[src/rtl/connect4_pkg.sv]
// Shared types for the Connect-4 game core: cell codes, FSM states and helpers.
package connect4_pkg;

    typedef enum logic [1:0] {
        EMPTY = 2'b00,
        P0    = 2'b01,
        P1    = 2'b10
    } cell_t;

    typedef enum logic [2:0] {
        StWait,
        StDrop,
        StChkH,
        StChkV,
        StChkD1,
        StChkD2,
        StSwap,
        StDone
    } state_t;

    localparam logic [1:0] WIN_DRAW = 2'b11;

    function automatic cell_t player_code(input logic player);
        return player ? P1 : P0;
    endfunction

endpackage

[src/rtl/connect4_board_ctrl_if.sv]
// Move input and board/status output bundle between the input front-end and the game core.
interface connect4_board_ctrl_if #(
    parameter int unsigned ROWS      = 6,
    parameter int unsigned COLS      = 7,
    parameter int unsigned TURN_SECS = 10
);
    logic [$clog2(COLS)-1:0]        column;
    logic                           load;
    logic                           first_player;
    logic [2*ROWS*COLS-1:0]         board;
    logic                           cur_player;
    logic [$clog2(TURN_SECS+1)-1:0] secs;
    logic                           busy;
    logic                           reject;
    logic                           game_over;
    logic [1:0]                     winner;

    modport master (
        output column, load, first_player,
        input  board, cur_player, secs, busy, reject, game_over, winner
    );

    modport slave (
        input  column, load, first_player,
        output board, cur_player, secs, busy, reject, game_over, winner
    );
endinterface

[src/rtl/turn_timer.sv]
// Per-turn seconds counter; counts only while run is high and pulses time_out at the limit.
module turn_timer #(
    parameter int unsigned CLK_HZ    = 50_000_000,
    parameter int unsigned TURN_SECS = 10
) (
    input  logic                           clk,
    input  logic                           rst,
    input  logic                           clear,
    input  logic                           run,
    output logic [$clog2(TURN_SECS+1)-1:0] secs,
    output logic                           time_out
);
    localparam int unsigned CNTW = (CLK_HZ > 1) ? $clog2(CLK_HZ) : 1;
    localparam int unsigned SW   = $clog2(TURN_SECS + 1);

    logic [CNTW-1:0] cnt_q, cnt_d;
    logic [SW-1:0]   secs_q, secs_d;

    assign time_out = run && (32'(secs_q) == TURN_SECS);
    assign secs     = secs_q;

    always_comb begin
        cnt_d  = cnt_q;
        secs_d = secs_q;
        if (clear || !run || time_out) begin
            cnt_d  = '0;
            secs_d = '0;
        end else if (32'(cnt_q) == CLK_HZ - 1) begin
            cnt_d  = '0;
            secs_d = secs_q + 1'b1;
        end else begin
            cnt_d = cnt_q + 1'b1;
        end
    end

    always_ff @(posedge clk) begin
        if (rst) begin
            cnt_q  <= '0;
            secs_q <= '0;
        end else begin
            cnt_q  <= cnt_d;
            secs_q <= secs_d;
        end
    end
endmodule

[src/rtl/connect4_board_ctrl.sv]
// Connect-4 game core: column drop, one-direction-per-cycle win scan, draw and turn timeout.
module connect4_board_ctrl
    import connect4_pkg::*;
#(
    parameter int unsigned ROWS      = 6,
    parameter int unsigned COLS      = 7,
    parameter int unsigned WIN_LEN   = 4,
    parameter int unsigned CLK_HZ    = 50_000_000,
    parameter int unsigned TURN_SECS = 10
) (
    input logic                 clk,
    input logic                 rst,
    connect4_board_ctrl_if.slave bus
);
    localparam int unsigned CW   = $clog2(COLS);
    localparam int unsigned RW   = $clog2(ROWS);
    localparam int unsigned HW   = $clog2(ROWS + 1);
    localparam int unsigned NW   = $clog2(ROWS * COLS + 1);
    localparam int unsigned MAXD = (ROWS > COLS) ? ROWS : COLS;
    localparam int unsigned IW   = $clog2(MAXD) + 2;

    localparam logic signed [IW-1:0] ROWS_S = IW'(ROWS);
    localparam logic signed [IW-1:0] COLS_S = IW'(COLS);
    localparam logic signed [IW-1:0] PLUS   = IW'(1);
    localparam logic signed [IW-1:0] MINUS  = '1;

    state_t          state_q, state_d;
    cell_t           board_q [ROWS][COLS];
    cell_t           board_d [ROWS][COLS];
    logic [HW-1:0]   height_q [COLS];
    logic [HW-1:0]   height_d [COLS];
    logic [NW-1:0]   count_q, count_d;
    logic [RW-1:0]   row_q, row_d;
    logic [CW-1:0]   col_q, col_d;
    logic            cur_player_q, cur_player_d;
    logic            reject_q, reject_d;
    logic            game_over_q, game_over_d;
    logic [1:0]      winner_q, winner_d;

    cell_t           cur_code;
    logic            time_out;
    logic            col_ok, col_full;
    logic [CW-1:0]   col_idx;
    logic            win;
    logic [2*ROWS*COLS-1:0] board_flat;
    logic [$clog2(TURN_SECS+1)-1:0] secs;

    assign cur_code = player_code(cur_player_q);

    turn_timer #(
        .CLK_HZ   (CLK_HZ),
        .TURN_SECS(TURN_SECS)
    ) u_timer (
        .clk     (clk),
        .rst     (rst),
        .clear   (state_q == StSwap),
        .run     (state_q == StWait),
        .secs    (secs),
        .time_out(time_out)
    );

    // Run length through (row_q, col_q) along the direction selected by the current check state.
    always_comb begin
        logic signed [IW-1:0] dr, dc, rr, cc;
        logic                 go;
        int unsigned          run_len;
        dr = '0;
        dc = PLUS;
        unique case (state_q)
            StChkV:  begin dr = PLUS; dc = '0;    end
            StChkD1: begin dr = PLUS; dc = PLUS;  end
            StChkD2: begin dr = PLUS; dc = MINUS; end
            default: begin dr = '0;   dc = PLUS;  end
        endcase
        run_len = 1;
        for (int s = 0; s < 2; s++) begin
            go = 1'b1;
            rr = IW'(row_q);
            cc = IW'(col_q);
            for (int unsigned k = 1; k < WIN_LEN; k++) begin
                if (s == 0) begin
                    rr = rr + dr;
                    cc = cc + dc;
                end else begin
                    rr = rr - dr;
                    cc = cc - dc;
                end
                if (go && !rr[IW-1] && rr < ROWS_S && !cc[IW-1] && cc < COLS_S) begin
                    if (board_q[rr[RW-1:0]][cc[CW-1:0]] == cur_code) run_len = run_len + 1;
                    else go = 1'b0;
                end else begin
                    go = 1'b0;
                end
            end
        end
        win = (run_len >= WIN_LEN);
    end

    assign col_ok   = 32'(bus.column) < COLS;
    assign col_idx  = col_ok ? bus.column : '0;
    assign col_full = 32'(height_q[col_idx]) >= ROWS;

    always_comb begin
        state_d      = state_q;
        board_d      = board_q;
        height_d     = height_q;
        count_d      = count_q;
        row_d        = row_q;
        col_d        = col_q;
        cur_player_d = cur_player_q;
        reject_d     = 1'b0;
        game_over_d  = game_over_q;
        winner_d     = winner_q;
        unique case (state_q)
            StWait: begin
                // Timeout outranks a simultaneous load, which is then dropped silently.
                if (time_out) begin
                    cur_player_d = ~cur_player_q;
                end else if (bus.load) begin
                    if (col_ok && !col_full) begin
                        row_d   = height_q[col_idx][RW-1:0];
                        col_d   = col_idx;
                        state_d = StDrop;
                    end else begin
                        reject_d = 1'b1;
                    end
                end
            end
            StDrop: begin
                board_d[row_q][col_q] = cur_code;
                height_d[col_q]       = height_q[col_q] + 1'b1;
                count_d               = count_q + 1'b1;
                state_d               = StChkH;
            end
            StChkH, StChkV, StChkD1, StChkD2: begin
                if (win) begin
                    winner_d    = cur_code;
                    game_over_d = 1'b1;
                    state_d     = StDone;
                end else begin
                    unique case (state_q)
                        StChkH:  state_d = StChkV;
                        StChkV:  state_d = StChkD1;
                        StChkD1: state_d = StChkD2;
                        default: state_d = StSwap;
                    endcase
                end
            end
            StSwap: begin
                if (32'(count_q) == ROWS * COLS) begin
                    winner_d    = WIN_DRAW;
                    game_over_d = 1'b1;
                    state_d     = StDone;
                end else begin
                    cur_player_d = ~cur_player_q;
                    state_d      = StWait;
                end
            end
            StDone: state_d = StDone;
        endcase
    end

    always_ff @(posedge clk) begin
        if (rst) begin
            state_q      <= StWait;
            board_q      <= '{default: EMPTY};
            height_q     <= '{default: '0};
            count_q      <= '0;
            row_q        <= '0;
            col_q        <= '0;
            cur_player_q <= bus.first_player;
            reject_q     <= 1'b0;
            game_over_q  <= 1'b0;
            winner_q     <= '0;
        end else begin
            state_q      <= state_d;
            board_q      <= board_d;
            height_q     <= height_d;
            count_q      <= count_d;
            row_q        <= row_d;
            col_q        <= col_d;
            cur_player_q <= cur_player_d;
            reject_q     <= reject_d;
            game_over_q  <= game_over_d;
            winner_q     <= winner_d;
        end
    end

    always_comb begin
        board_flat = '0;
        for (int r = 0; r < ROWS; r++) begin
            for (int c = 0; c < COLS; c++) begin
                board_flat[2*(r*COLS+c) +: 2] = board_q[r][c];
            end
        end
    end

    assign bus.board      = board_flat;
    assign bus.cur_player = cur_player_q;
    assign bus.secs       = secs;
    assign bus.busy       = (state_q != StWait) && (state_q != StDone);
    assign bus.reject     = reject_q;
    assign bus.game_over  = game_over_q;
    assign bus.winner     = winner_q;
endmodule

[src/flat_wrapper.sv]
// flat-port wrapper written by rule: the top's interface ports become plain ports
module connect4_board_ctrl_flat import connect4_pkg::*;
#(
    parameter int unsigned ROWS      = 6,
    parameter int unsigned COLS      = 7,
    parameter int unsigned WIN_LEN   = 4,
    parameter int unsigned CLK_HZ    = 50_000_000,
    parameter int unsigned TURN_SECS = 10
)
  (clk, rst, bus_column, bus_load, bus_first_player, bus_board, bus_cur_player, bus_secs, bus_busy, bus_reject, bus_game_over, bus_winner);
  connect4_board_ctrl_if #(.ROWS(ROWS), .COLS(COLS), .TURN_SECS(TURN_SECS)) bus_i ();
  input logic clk;
  input logic rst;
  input wire logic [$bits(bus_i.column)-1:0] bus_column;
  input wire logic [$bits(bus_i.load)-1:0] bus_load;
  input wire logic [$bits(bus_i.first_player)-1:0] bus_first_player;
  output wire logic [$bits(bus_i.board)-1:0] bus_board;
  output wire logic [$bits(bus_i.cur_player)-1:0] bus_cur_player;
  output wire logic [$bits(bus_i.secs)-1:0] bus_secs;
  output wire logic [$bits(bus_i.busy)-1:0] bus_busy;
  output wire logic [$bits(bus_i.reject)-1:0] bus_reject;
  output wire logic [$bits(bus_i.game_over)-1:0] bus_game_over;
  output wire logic [$bits(bus_i.winner)-1:0] bus_winner;
  assign bus_i.column = bus_column;
  assign bus_i.load = bus_load;
  assign bus_i.first_player = bus_first_player;
  assign bus_board = bus_i.board;
  assign bus_cur_player = bus_i.cur_player;
  assign bus_secs = bus_i.secs;
  assign bus_busy = bus_i.busy;
  assign bus_reject = bus_i.reject;
  assign bus_game_over = bus_i.game_over;
  assign bus_winner = bus_i.winner;
  connect4_board_ctrl #(.ROWS(ROWS), .COLS(COLS), .WIN_LEN(WIN_LEN), .CLK_HZ(CLK_HZ), .TURN_SECS(TURN_SECS)) u_core (.clk(clk), .rst(rst), .bus(bus_i));
endmodule
[config.mk]
export PLATFORM = sky130hd
export DESIGN_NAME = connect4_board_ctrl_flat
export DESIGN_NICKNAME = d
export VERILOG_FILES = /design/src/rtl/connect4_pkg.sv /design/src/rtl/connect4_board_ctrl_if.sv /design/src/rtl/turn_timer.sv /design/src/rtl/connect4_board_ctrl.sv /design/src/flat_wrapper.sv
export SDC_FILE = /design/constraint.sdc
export NUM_CORES = 1
export LEC_CHECK = 0
export BUFFER_PORTS_ARGS = -buffer_cell sky130_fd_sc_hd__buf_2
export CAP_MARGIN = 20
export CELL_PAD_IN_SITES_DETAIL_PLACEMENT = 0
export CELL_PAD_IN_SITES_GLOBAL_PLACEMENT = 1
export CORE_MARGIN = 5
export CORE_UTILIZATION = 47
export DETAILED_ROUTE_END_ITERATION = 10
export PLACE_DENSITY_LB_ADDON = 0.1
export SYNTH_ARGS = -nofsm -noshare
export SYNTH_HDL_FRONTEND = slang
export SYNTH_SLANG_ARGS = --single-unit
[constraint.sdc]
create_clock -name clk -period 8.1 [get_ports clk]
set_clock_uncertainty 0.05 [all_clocks]
set_input_delay 2.43 -clock clk [delete_from_list [all_inputs] [get_ports clk]]
set_output_delay 2.43 -clock clk [all_outputs]
set_load 0.005 [all_outputs]
Yosys cells after proc, flatten, opt, wreduce, memory -nomap -nowiden. Cells that the tools add are included.

Add/subtract/negate cells: 21. Mux-type cells: 92. Reductions and logical operators: 56. Bitwise operators: 19. Order comparisons: 32. Equality and inequality tests: 24.

Operator list (number): two-way mux 32 bit (11); binary-select mux 14 bit (select 3 bit) (6); two-way mux 14 bit (13); adder 32 x 1 -> 32 bit (second input constant) (5); bitwise mux 84 bit (1); >= comparator 4 bit (second input constant) (15); less-than comparator 5 x 4 -> 1 bit (second input constant) (12); inverter 3 -> 4 bit (15); demux 14 bit (select 3 bit) (1); binary-select mux 2 bit (select 3 bit) (6); two-way mux 2 bit (17); two-way mux 3 bit (11); >= comparator 32 x 3 -> 1 bit (second input constant) (1); logical AND 1 bit (27); adder 26 x 1 -> 26 bit (second input constant) (1); == test 26 bit (second input constant) (1); bitwise mux 21 bit (1); binary-select mux 3 bit (select 3 bit) (2); two-way mux 1 bit (15); case mux 3 bit (5 select lines) (1); logical NOT 1 bit (13); == test 2 bit (6); == test 3 bit (second input constant) (4); adder 5 x 2 -> 5 bit (2); 38 further kinds (57).

Word-level logic and storage cells: 303. Flip-flop bits (word level): 155. Input port bits: 7.

Depth between registers and ports, before layout. Gate-level depths: netlist (run 1).

Word-level depth: 36. Gate-level depth with buffers: 37. Mapped depth without buffers: 33.

Modules after synthesis. A second synthesis (run 1) with hierarchy kept.

Cells, all modules: 1402. Area, all modules: 12508.2 um^2.

Modules (own cells, without submodules): connect4_board_ctrl (cells each 1229, sequential area each 2512.4 um^2, area each 11041.8 um^2, instances 1); turn_timer (cells each 173, sequential area each 600.6 um^2, area each 1466.4 um^2, instances 1).

Worst setup path after synthesis (run 1). OpenSTA, ideal clock, no wires.

Kind: register to register. Start: reg u_core.state_q[2]. End: reg u_core.game_over_q, in the netlist u_core.bus.game_over. Clock period less this slack: 7.334 ns. Required time: 7.931 ns. Setup time: 0.119 ns. Data arrival time: 7.165 ns. Cell stages (with the launch flop): 37. Path buffers: 4. Setup slack: 0.766 ns. Cell sequence: dfxtp_1 > buf_4 > clkbuf_1 > inv_1 > o21ai_0 > ha_1 > ha_1 > buf_4 > xnor2_2 > buf_6 > mux2_1 > a221o_1 > o311ai_1 > o221ai_1 > or4b_1 > nand2_2 > inv_2 > ha_1 > nor2_1 > nor2_1 > ha_1 > a211oi_1 > nor2_1 > ha_1 > nand2_1 > o31ai_1 > ha_1 > mux2_2 > ha_1 > o211ai_1 > a211oi_1 > o2111ai_1 > a2111oi_1 > o211a_1 > o22ai_4 > a21o_1 > o221a_1.

Word-level cells in the longest chain between the ends: 36.

RTL lines: from (decl) (line connect4_board_ctrl.sv:27) `state_t state_q, state_d;`; from (signal assigned) (line connect4_board_ctrl.sv:165) `state_q <= StWait;`; from (signal assigned) (line connect4_board_ctrl.sv:176) `state_q <= state_d;`; parallel branches: the longest is 36 deep, another holds adder 3 x 1 -> 4 bit; to (signal assigned) (line connect4_board_ctrl.sv:184) `game_over_q <= game_over_d;`; to (decl) (line connect4_board_ctrl.sv:37) `logic game_over_q, game_over_d;`.

Parallel ways; which one is timed is not known. The select of a mux whose other input is x is not followed. A chain may end at the register's enable or synchronous reset.

Worst setup path after layout (run 1). Ends and elaborated chain as after synthesis.

==> results of run 1 <==
==> report_power, final <==
| group | internal (uW) | switching (uW) | total [uW] | leakage [uW] |
|---|---|---|---|---|
| Sequential | 770 | 10.3 | 780 | 0.00125 |
| Combinational | 154 | 266 | 420 | 0.00400 |
| Clock | 501 | 391 | 892 | 0.000309 |
==> critical path: cells and delay by family, from the launching register on <==
kind            cells  cell delay [ns]
xor+xnor            2             0.50
simple gates        5             0.73
fa+ha+maj           7             2.42
buf+inv             3             0.48
flops               1             0.37
mux                 1             0.14
compound gates     14             2.73
==> metal layers <==
layer  global-route usage [%]  vias to the layer above
li1                         -                     5585
met1                     45.0                     5972
met2                     44.3                      747
met3                     5.53                      123
met4                     10.3                        2
met5                        0                        -
==> flip-flops by register name (all words and copies together), names as in the netlist <==
| name | count |
|---|---|
| u_core.bus.cur_player | 1 |
| u_core.bus.game_over | 1 |
| u_core.row_q | 3 |
| u_core.height_q | 21 |
| u_core.u_timer.cnt_q | 26 |
| u_core.count_q | 6 |
| u_core.state_q | 3 |
| u_core.bus.board | 84 |
| u_core.col_q | 3 |
| u_core.u_timer.secs | 4 |
| u_core.bus.winner | 2 |
| u_core.bus.reject | 1 |
==> worst min path at each step <==
stage | start | endpoint | depth (start not counted)
floorplan | u_core.u_timer.cnt_q[0]$_SDFF_PP0_ | u_core.u_timer.cnt_q[0]$_SDFF_PP0_ | 1
global route | u_core.height_q[15]$_SDFFE_PP0P_ | u_core.height_q[15]$_SDFFE_PP0P_ | 2
CTS | u_core.u_timer.cnt_q[0]$_SDFF_PP0_ | u_core.u_timer.cnt_q[0]$_SDFF_PP0_ | 1
detailed placement | u_core.u_timer.cnt_q[0]$_SDFF_PP0_ | u_core.u_timer.cnt_q[0]$_SDFF_PP0_ | 1
global placement | u_core.u_timer.cnt_q[0]$_SDFF_PP0_ | u_core.u_timer.cnt_q[0]$_SDFF_PP0_ | 1
finish | u_core.u_timer.cnt_q[0]$_SDFF_PP0_ | u_core.u_timer.cnt_q[0]$_SDFF_PP0_ | 1
==> final cells by class <==
cell class / count / area, um2 / share of cell area (%)
inverters: 43 / 161 / 1.14
clock inverters: 14 / 199 / 1.41
repair buffers: 168 / 1030 / 7.33
clock buffers: 17 / 425 / 3.02
flip-flops and latches: 155 / 3120 / 22.1
multi-input cells: 1165 / 8750 / 62.0
well taps: 335 / 419 / 2.97
==> timing repair <==
item / in CTS / in global routing
gates resized for setup: 0 / 13
endpoints found under the setup margin: 0 / 6
setup buffers: 0 / 2
endpoints found under the hold margin: 0 / 0
==> placed cells by master (no fill, tap or decap), drive strengths merged, types with 8 or more instances in the layout <==
| cell type | instances |
|---|---|
| clkbuf | 18 |
| inv | 52 |
| o211ai | 8 |
| nand2 | 169 |
| a2111oi | 8 |
| a31oi | 15 |
| nor4 | 8 |
| o21a | 8 |
| xor2 | 37 |
| and3 | 11 |
| nand3b | 8 |
| nor3 | 25 |
| xnor2 | 26 |
| nor2b | 12 |
| a21oi | 133 |
| o31ai | 9 |
| nor2 | 174 |
| a211oi | 20 |
| nand4 | 11 |
| buf | 167 |
| a311oi | 8 |
| mux4 | 69 |
| nand3 | 86 |
| mux2 | 28 |
| dfxtp | 154 |
| mux2i | 72 |
| o21ai | 44 |
| ha | 38 |
| a21o | 9 |
==> cells in the mapped netlist (all sizes together) (15+ instances only) <==
cell / instances / area [um2]
a211oi: 20 / 150
inv: 42 / 158
o21ai: 44 / 220
nor3: 25 / 130
a21oi: 133 / 666
buf: 39 / 239
xnor2: 26 / 269
mux4: 69 / 1560
nand2: 169 / 639
ha: 38 / 475
nor2: 174 / 656
clkbuf: 63 / 236
nand3: 86 / 435
mux2i: 72 / 721
a31oi: 15 / 93.8
xor2: 37 / 365
mux2: 28 / 315
dfxtp: 154 / 3080
==> cell families (layout without fill, tap and decap cells) <==
logic type / after synthesis / count (layout) / synth area share [%]
buf+inv: 145 / 242 / 5.13
compound gates: 339 / 339 / 18.1
simple gates: 546 / 546 / 20.2
mux: 169 / 169 / 20.9
fa+ha+maj: 45 / 45 / 4.88
flops: 155 / 155 / 25.1
xor+xnor: 66 / 66 / 5.68
==> per-stage QoR <==
stage          setup slack, ns  instances  hold WS, ns  util (%)
3_3_place_gp             0.330       1862        0.391      51.3
3_5_place_dp             0.255       1862        0.394      51.3
2_1_floorplan            0.766       1465        0.380         -
4_1_cts                  0.240       1893        0.413      53.7
5_1_grt               -0.00994       1897        0.443      54.1
6_report                 0.553       1897        0.410      54.1
==> results.md, run 1 <==
- Status: finished, final reports clean
- Yosys reg bits: 155
- Antenna violations before repair: 0
- Mapped Area: 12400 um2
- Peak supply drop: 0.133 mV
- Worst EP arrival: 7.82 ns
- Final setup fails: 0
- TritonCTS Buffers: 17
- Seq/Total Area, Yosys: 25.1%
- Global-route wire length before repair: 71400 um
- Via-per-instance ratio: 6.55
- Worst R2R Start: u_core.state_q[2]$_SDFFE_PP0P_
- Final ANT Viol Nets: 0
- Setup_tns: 0 ns
- Synth Flop Type: dfxtp_1
- Total Routed Length: 46800 um
- DR WL/cell: 24.7 um
- Fin crit period: 7.55 ns
- Top Ports: 101
- Area after DPL: 13400 um2
- Post-synth ARST share: 0%
- Clk_lat worst skew: 0.43 ns
- Syn_area_per_cell: 8.47 um2
- Post-CTS Hold Fix Bufs: 0
- Die ar.: 29800 um2
- CP Capture Point: u_core.bus.game_over$_SDFFE_PP0P_
- Met2 wire len: 20100 um
- Vias in the first global route: 11310
- Hold Path Class: flop to flop
- Max Slew Vio Count: 0
- Crit path required time: 8.38 ns
- Critical path's slowest cell: fa_1
- Gr usage total: 30.3%
- Placer congestion estimate: 1.03
- H-tree depth: 4
- Diode count: 0
- Gr ovfl total: 0
- Max-Cap Viols: 0
- F_max: 133 MHz
- Clock Root Buffer: clkbuf_16
- Pleak: 0.00556 uW
- Clk pin slew, worst setup/hold paths: 0.08 ns
- First-pass DRT Iterations: 6
- CP Launch Type: flop
- Critical Path Sink Type: flop
- Total core area: 26100 um2
- Fin nets: 1601
- Mapped Cells: 1465
- Post-DP HPWL: 34900 um
- Fill count: 2515
- Initial DRC count: 1508
- Kind of critical path: flop to flop
- Cells on worst reg2reg path: 32
- Met3 routed WL: 5020 um
- Worst-path maximum fanout: 10
- Overall Power: 2090 uW
- CTS tree: yes
- PwrDens: 148 nW/um2
- Worst stage delay on the critical path: 0.53 ns
- Highest metal used: met5
- Die Width: 173 um
- Relative slew slack: 28.6%
- Row cnt: 59
- Tcrit/Tclk final: 93.2%
- Post-synth EDFFs: 1
- Starting Density: 47.6%
- Largest net degree at the start of global routing: 96
- Worst Max-Slew Pin Slew: 1.07 ns
- Synthesized netlist net count: 1516
- Die Ht: 173 um
- Layout area overhead: 13.6%
- M1 WL: 19900 um
- Final Hold Vio Count: 0
- Via total after detailed routing: 12429
- RR Endpoint: u_core.bus.game_over$_SDFFE_PP0P_
- Final instance area: 14100 um2
- Share of cells above drive strength 1: 21.9%
- Post-synthesis cell type count: 100
- CTS max path bufs: 2
- Warnings, synthesis: 0
- Residual DRC: 0
- Critical path origin: u_core.state_q[2]$_SDFFE_PP0P_
- Cell mode on critical path: ha_1
- Total clock sinks: 155
- R2R setup slack: 0.55 ns
- PortBufs: 100
No activity file was read; power rests on OpenSTA's default activity.
==> run 2, diff against run 1 <==
- GPL_TIMING_DRIVEN: not set -> 0
==> results.md, run 2 (synthesis gave the netlist of run 1 again) <==
- Critical Path Sink Type: flop
- Fill count: 2498
- Pint: 1340 uW
- Clk pin slew, worst setup/hold paths: 0.07 ns
- Final ANT Viol Nets: 0
- Starting Density: 47.6%
- F_max: 130 MHz
- Final setup fails: 0
- Hold Path Class: flop to flop
- Share of cells above drive strength 1: 21.0%
- DR WL/cell: 25.9 um
- Critical path's slowest cell: or4_1
- Clk_lat worst skew: 0.43 ns
- Kind of critical path: flop to flop
- Total clock sinks: 155
- Clock Power Share: 38.0%
- Sw Pwr: 642 uW
- Die Width: 173 um
- CTS max path bufs: 2
- Commonest non-fill, non-tap cells in the layout: nor2_1 (173), nand2_1 (167), dfxtp_1 (153)
- Initial DRC count: 1924
- CP Launch Type: flop
- First-pass DRT Iterations: 8
- Critical path origin: u_core.state_q[2]$_SDFFE_PP0P_
- Clock Root Buffer: clkbuf_16
- Pleak: 0.00547 uW
- Max Slew Vio Count: 0
- Sw frac: 32.3%
- Fin crit period: 7.70 ns
- Worst stage delay on the critical path: 0.53 ns
- Peak supply drop: 0.138 mV
- Tcrit/Tclk final: 95.1%
- H-tree depth: 4
- Relative slew slack: 32.8%
- Worst EP arrival: 7.98 ns
- Final Hold Vio Count: 0
- Max FFs per register: 84
- Layout area overhead: 14.6%
- Cells after DPL: 1902
- Worst R2R Start: u_core.state_q[2]$_SDFFE_PP0P_
- Worst hold start: u_core.u_timer.cnt_q[0]$_SDFF_PP0_
- Die ar.: 29800 um2
- Via total after detailed routing: 12722
- Max-Cap Viols: 0
- Diode count: 0
- Status: finished, final reports clean
- Flop pwr share: 39.3%
- Antenna violations before repair: 0
- Worst hold margin: 0.412 ns
- Fin nets: 1645
- Cell mode on critical path: ha_1
- RSZ-0062 raised after global routing: no
- Total core area: 26100 um2
- Most common cell after layout, fill and taps aside: nor2_1
- Residual DRC: 0
- Global-route wire length before repair: 74700 um
- Comb pwr share: 22.7%
- Die Ht: 173 um
- CTS tree: yes
- Crit path required time: 8.38 ns
- Worst Max-Slew Pin Slew: 1.00 ns
- Post-CTS Hold Fix Bufs: 0
- Worst-path maximum fanout: 10
- Gr usage total: 32.2%
- Post-DP HPWL: 38400 um
- PortBufs: 99
- Via-per-instance ratio: 6.55
- Final Non-Filler Cells: 1942
- PwrDens: 140 nW/um2
- Vias in the first global route: 11866
- Row cnt: 59
- Total Routed Length: 50300 um
- Gr ovfl total: 0
- TritonCTS Buffers: 17
- Placer congestion estimate: 1.06
- Top Ports: 101
- Largest net degree at the start of global routing: 17
==> run 2: changes by cell type in the layout (fill, tap and decap cells not counted), sizes merged <==
cell / delta
inv: -7
buf: -17
clkbuf: +65
bufinv: -3
clkinv: +2
clkinvlp: +5
==> run 2: path summary, 6_finish.rpt <==
path                                   endpoint  slack [ns]  cells after the start
min reg2reg  u_core.u_timer.cnt_q[0]$_SDFF_PP0_        0.41                      1
max reg2reg   u_core.bus.game_over$_SDFFE_PP0P_        0.40                     33
min          u_core.u_timer.cnt_q[0]$_SDFF_PP0_        0.41                      1
max           u_core.bus.game_over$_SDFFE_PP0P_        0.40                     33
==> run 2: critical path: cells and delay by family, from the launching register on <==
kind / cells / cell delay (ns)
fa+ha+maj: 7 / 1.93
compound gates: 15 / 2.97
buf+inv: 3 / 0.48
flops: 1 / 0.31
mux: 2 / 0.54
simple gates: 5 / 0.84
xor+xnor: 1 / 0.48
==> run 2: layer usage <==
metal	wire length, um	global-route usage, %	vias to the layer above	share of wire [%]
li1	-	-	5681	-
met5	0	0	-	0
met3	5590	6.08	176	11
met2	21800	48.9	774	43
met4	2180	13.1	0	4.3
met1	20800	45.1	6091	41
==> run 2: layout make-up <==
class                           count  area (um2)  area share, %
Multi-Input combinational cell   1165        8890           62.5
Sequential cell                   155        3110           21.9
Timing Repair Buffer              111         602           4.23
Buffer                            101         485           3.41
Clock buffer                       21         462           3.25
Tap cell                          335         419           2.95
Inverter                           43         170           1.20
Clock inverter                     11        86.3          0.607
==> run 2: what timing repair did <==
action                                  CTS  global route
endpoints found under the setup margin    6             6
buffers inserted                          6             3
pin swaps                                 6             6
resized for setup                        33            24
==> run 2: power by group through the flow <==
stage	clock network (uW)	registers, uW	logic (uW)
5_1_grt	801	782	483
2_1_floorplan	0	794	299
4_1_cts	763	781	432
3_3_place_gp	0	798	413
3_5_place_dp	0	798	417
6_report	755	782	450
==> run 2: per-stage QoR <==
| stage | utilization [%] | total power, uW | area (um2) | TNS [ns] | setup slack, ns |
|---|---|---|---|---|---|
| after floorplan | - | 1090 | 12400 | 0 | 0.766 |
| after global placement | 51.1 | 1210 | 13300 | -8.15 | -1.47 |
| after detailed placement | 51.3 | 1210 | 13400 | -8.49 | -1.51 |
| after CTS | 54.2 | 1980 | 14100 | 0 | 0.00101 |
| after global routing | 54.6 | 2070 | 14200 | 0 | 0.00216 |
| final | 54.6 | 1990 | 14200 | 0 | 0.398 |
==> run 3, diff against run 2 <==
- CORE_UTILIZATION: 47 -> 48
- CTS_BUF_LIST: not set -> sky130_fd_sc_hd__clkbuf_8
==> results.md, run 3 (synthesis gave the netlist of run 1 again) <==
- Status: finished, final reports clean
- Via total after detailed routing: 12808
- Largest net degree at the start of global routing: 18
- Total core area: 25300 um2
- Worst Max-Slew Pin Slew: 1.04 ns
- Post-DP HPWL: 38100 um
- Via-per-instance ratio: 6.59
- Final Hold Vio Count: 0
- Antenna violations before repair: 0
- Row cnt: 58
- Critical path's slowest cell: or4_1
- Max-Cap Viols: 0
- Tcrit/Tclk final: 96.2%
- Residual DRC: 0
- First-pass DRT Iterations: 6
- Hold Path Class: flop to flop
- Worst EP arrival: 8.11 ns
- Crit path required time: 8.42 ns
- Clk pin slew, worst setup/hold paths: 0.10 ns
- PwrDens: 128 nW/um2
- DR WL/cell: 25.4 um
- Post-CTS Hold Fix Bufs: 0
- Worst path top cell family by delay: compound AO/OA/AOI/OAI gates
- Vias in the first global route: 11896
- Fin nets: 1651
- Final Util: 55.7%
- Top Ports: 101
- Overall Power: 1810 uW
- Diode count: 0
- PortBufs: 99
- Starting Density: 49.0%
- Die Ht: 171 um
- Final ANT Viol Nets: 0
- Cell mode on critical path: ha_1
- CP bufs+invs: 4
- Critical Path Sink Type: flop
- H-tree depth: 4
- CP Launch Type: flop
- Worst stage delay on the critical path: 0.54 ns
- CTS tree: yes
- TritonCTS Buffers: 17
- Total clock sinks: 155
- Layout area overhead: 13.7%
- Clk_lat worst skew: 0.47 ns
- Most common cell after layout, fill and taps aside: nor2_1
- Global-route wire length before repair: 73600 um
- Relative slew slack: 30.1%
- Worst-path maximum fanout: 10
- Fin crit period: 7.79 ns
- Share of cells above drive strength 1: 21.6%
- Kind of critical path: flop to flop
- Placer congestion estimate: 1.02
- Gr ovfl total: 0
- F_max: 128 MHz
- Initial DRC count: 1420
- Max FFs per register: 84
- Fill count: 2465
- Final setup fails: 0
- Total Routed Length: 49300 um
- Gr usage total: 33.1%
- CTS max path bufs: 2
- Commonest non-fill, non-tap cells in the layout: nor2_1 (173), nand2_1 (167), dfxtp_1 (153)
- Max Slew Vio Count: 0
- Clock Root Buffer: clkbuf_8
- Setup_tns: 0 ns
- Die Width: 171 um
- Peak supply drop: 0.130 mV
- Pleak: 0.00544 uW
- Die ar.: 29200 um2
[run 3: changes by cell type in the layout (fill, tap and decap cells not counted), sizes merged]
cell	change
clkbuf	-2
buf	+5
inv	+7
clkinvlp	-4
[run 3: worst reg2reg max path: cells and delay by family, from the launching register on]
kind            cells  cell delay [ns]
buf+inv             4             0.78
simple gates        6             0.96
xor+xnor            1             0.43
compound gates     13             2.72
fa+ha+maj           7             1.92
mux                 2             0.53
flops               1             0.32
[run 3: final cells by class]
cell class                      instances  area, um2  share of cell area [%]
Timing Repair Buffer                  117        641                    4.54
Tap cell                              330        413                    2.93
Multi-Input combinational cell       1165       8900                    63.1
Inverter                               43        166                    1.18
Sequential cell                       155       3110                    22.1
Clock buffer                           18        248                    1.76
Clock inverter                         14        140                   0.993
Buffer                                101        493                    3.49
[run 3: through the flow]
| step | hold slack (ns) | instance area [um2] | std cells | worst slack, ns |
|---|---|---|---|---|
| 6_report | 0.426 | 14100 | 1943 | 0.309 |
| 5_1_grt | 0.449 | 14100 | 1943 | -0.0338 |
| 4_1_cts | 0.426 | 14000 | 1932 | 0.0733 |
| 3_5_place_dp | 0.405 | 13400 | 1897 | -1.52 |
| 3_3_place_gp | 0.391 | 13300 | 1894 | -1.42 |
| 2_1_floorplan | 0.380 | 12400 | 1465 | 0.766 |
[run 3: per-layer routing]
| metal | up-vias | global-route usage, % | share of wire [%] |
|---|---|---|---|
| met5 | - | 0 | 0 |
| met4 | 0 | 14.4 | 5.1 |
| met3 | 174 | 7.05 | 12 |
| met2 | 831 | 49.5 | 43 |
| met1 | 6129 | 46.3 | 40 |
| li1 | 5674 | - | - |
[run 3: worst paths after layout]
| kind | startpoint | endpoint | slack (ns) | cells past startpoint |
|---|---|---|---|---|
| worst max-delay path | u_core.state_q[2]$_SDFFE_PP0P_ | u_core.bus.game_over$_SDFFE_PP0P_ | 0.31 | 33 |
| worst min-delay path | u_core.u_timer.cnt_q[0]$_SDFF_PP0_ | u_core.u_timer.cnt_q[0]$_SDFF_PP0_ | 0.43 | 1 |
| worst max register to register | u_core.state_q[2]$_SDFFE_PP0P_ | u_core.bus.game_over$_SDFFE_PP0P_ | 0.31 | 33 |
| worst min register to register | u_core.u_timer.cnt_q[0]$_SDFF_PP0_ | u_core.u_timer.cnt_q[0]$_SDFF_PP0_ | 0.43 | 1 |
[run 3: what timing repair did]
item	in CTS	in global routing
gates resized for setup	45	12
gates cloned	0	1
endpoints found under the hold margin	0	0
pin swaps	5	4
endpoints found under the setup margin	6	6
setup buffers	4	10
[run 3: power breakdown]
| part | switching (uW) | total, uW | internal [uW] |
|---|---|---|---|
| Sequential | 11.4 | 781 | 770 |
| Combinational | 288 | 450 | 162 |
| Clock | 340 | 579 | 239 |
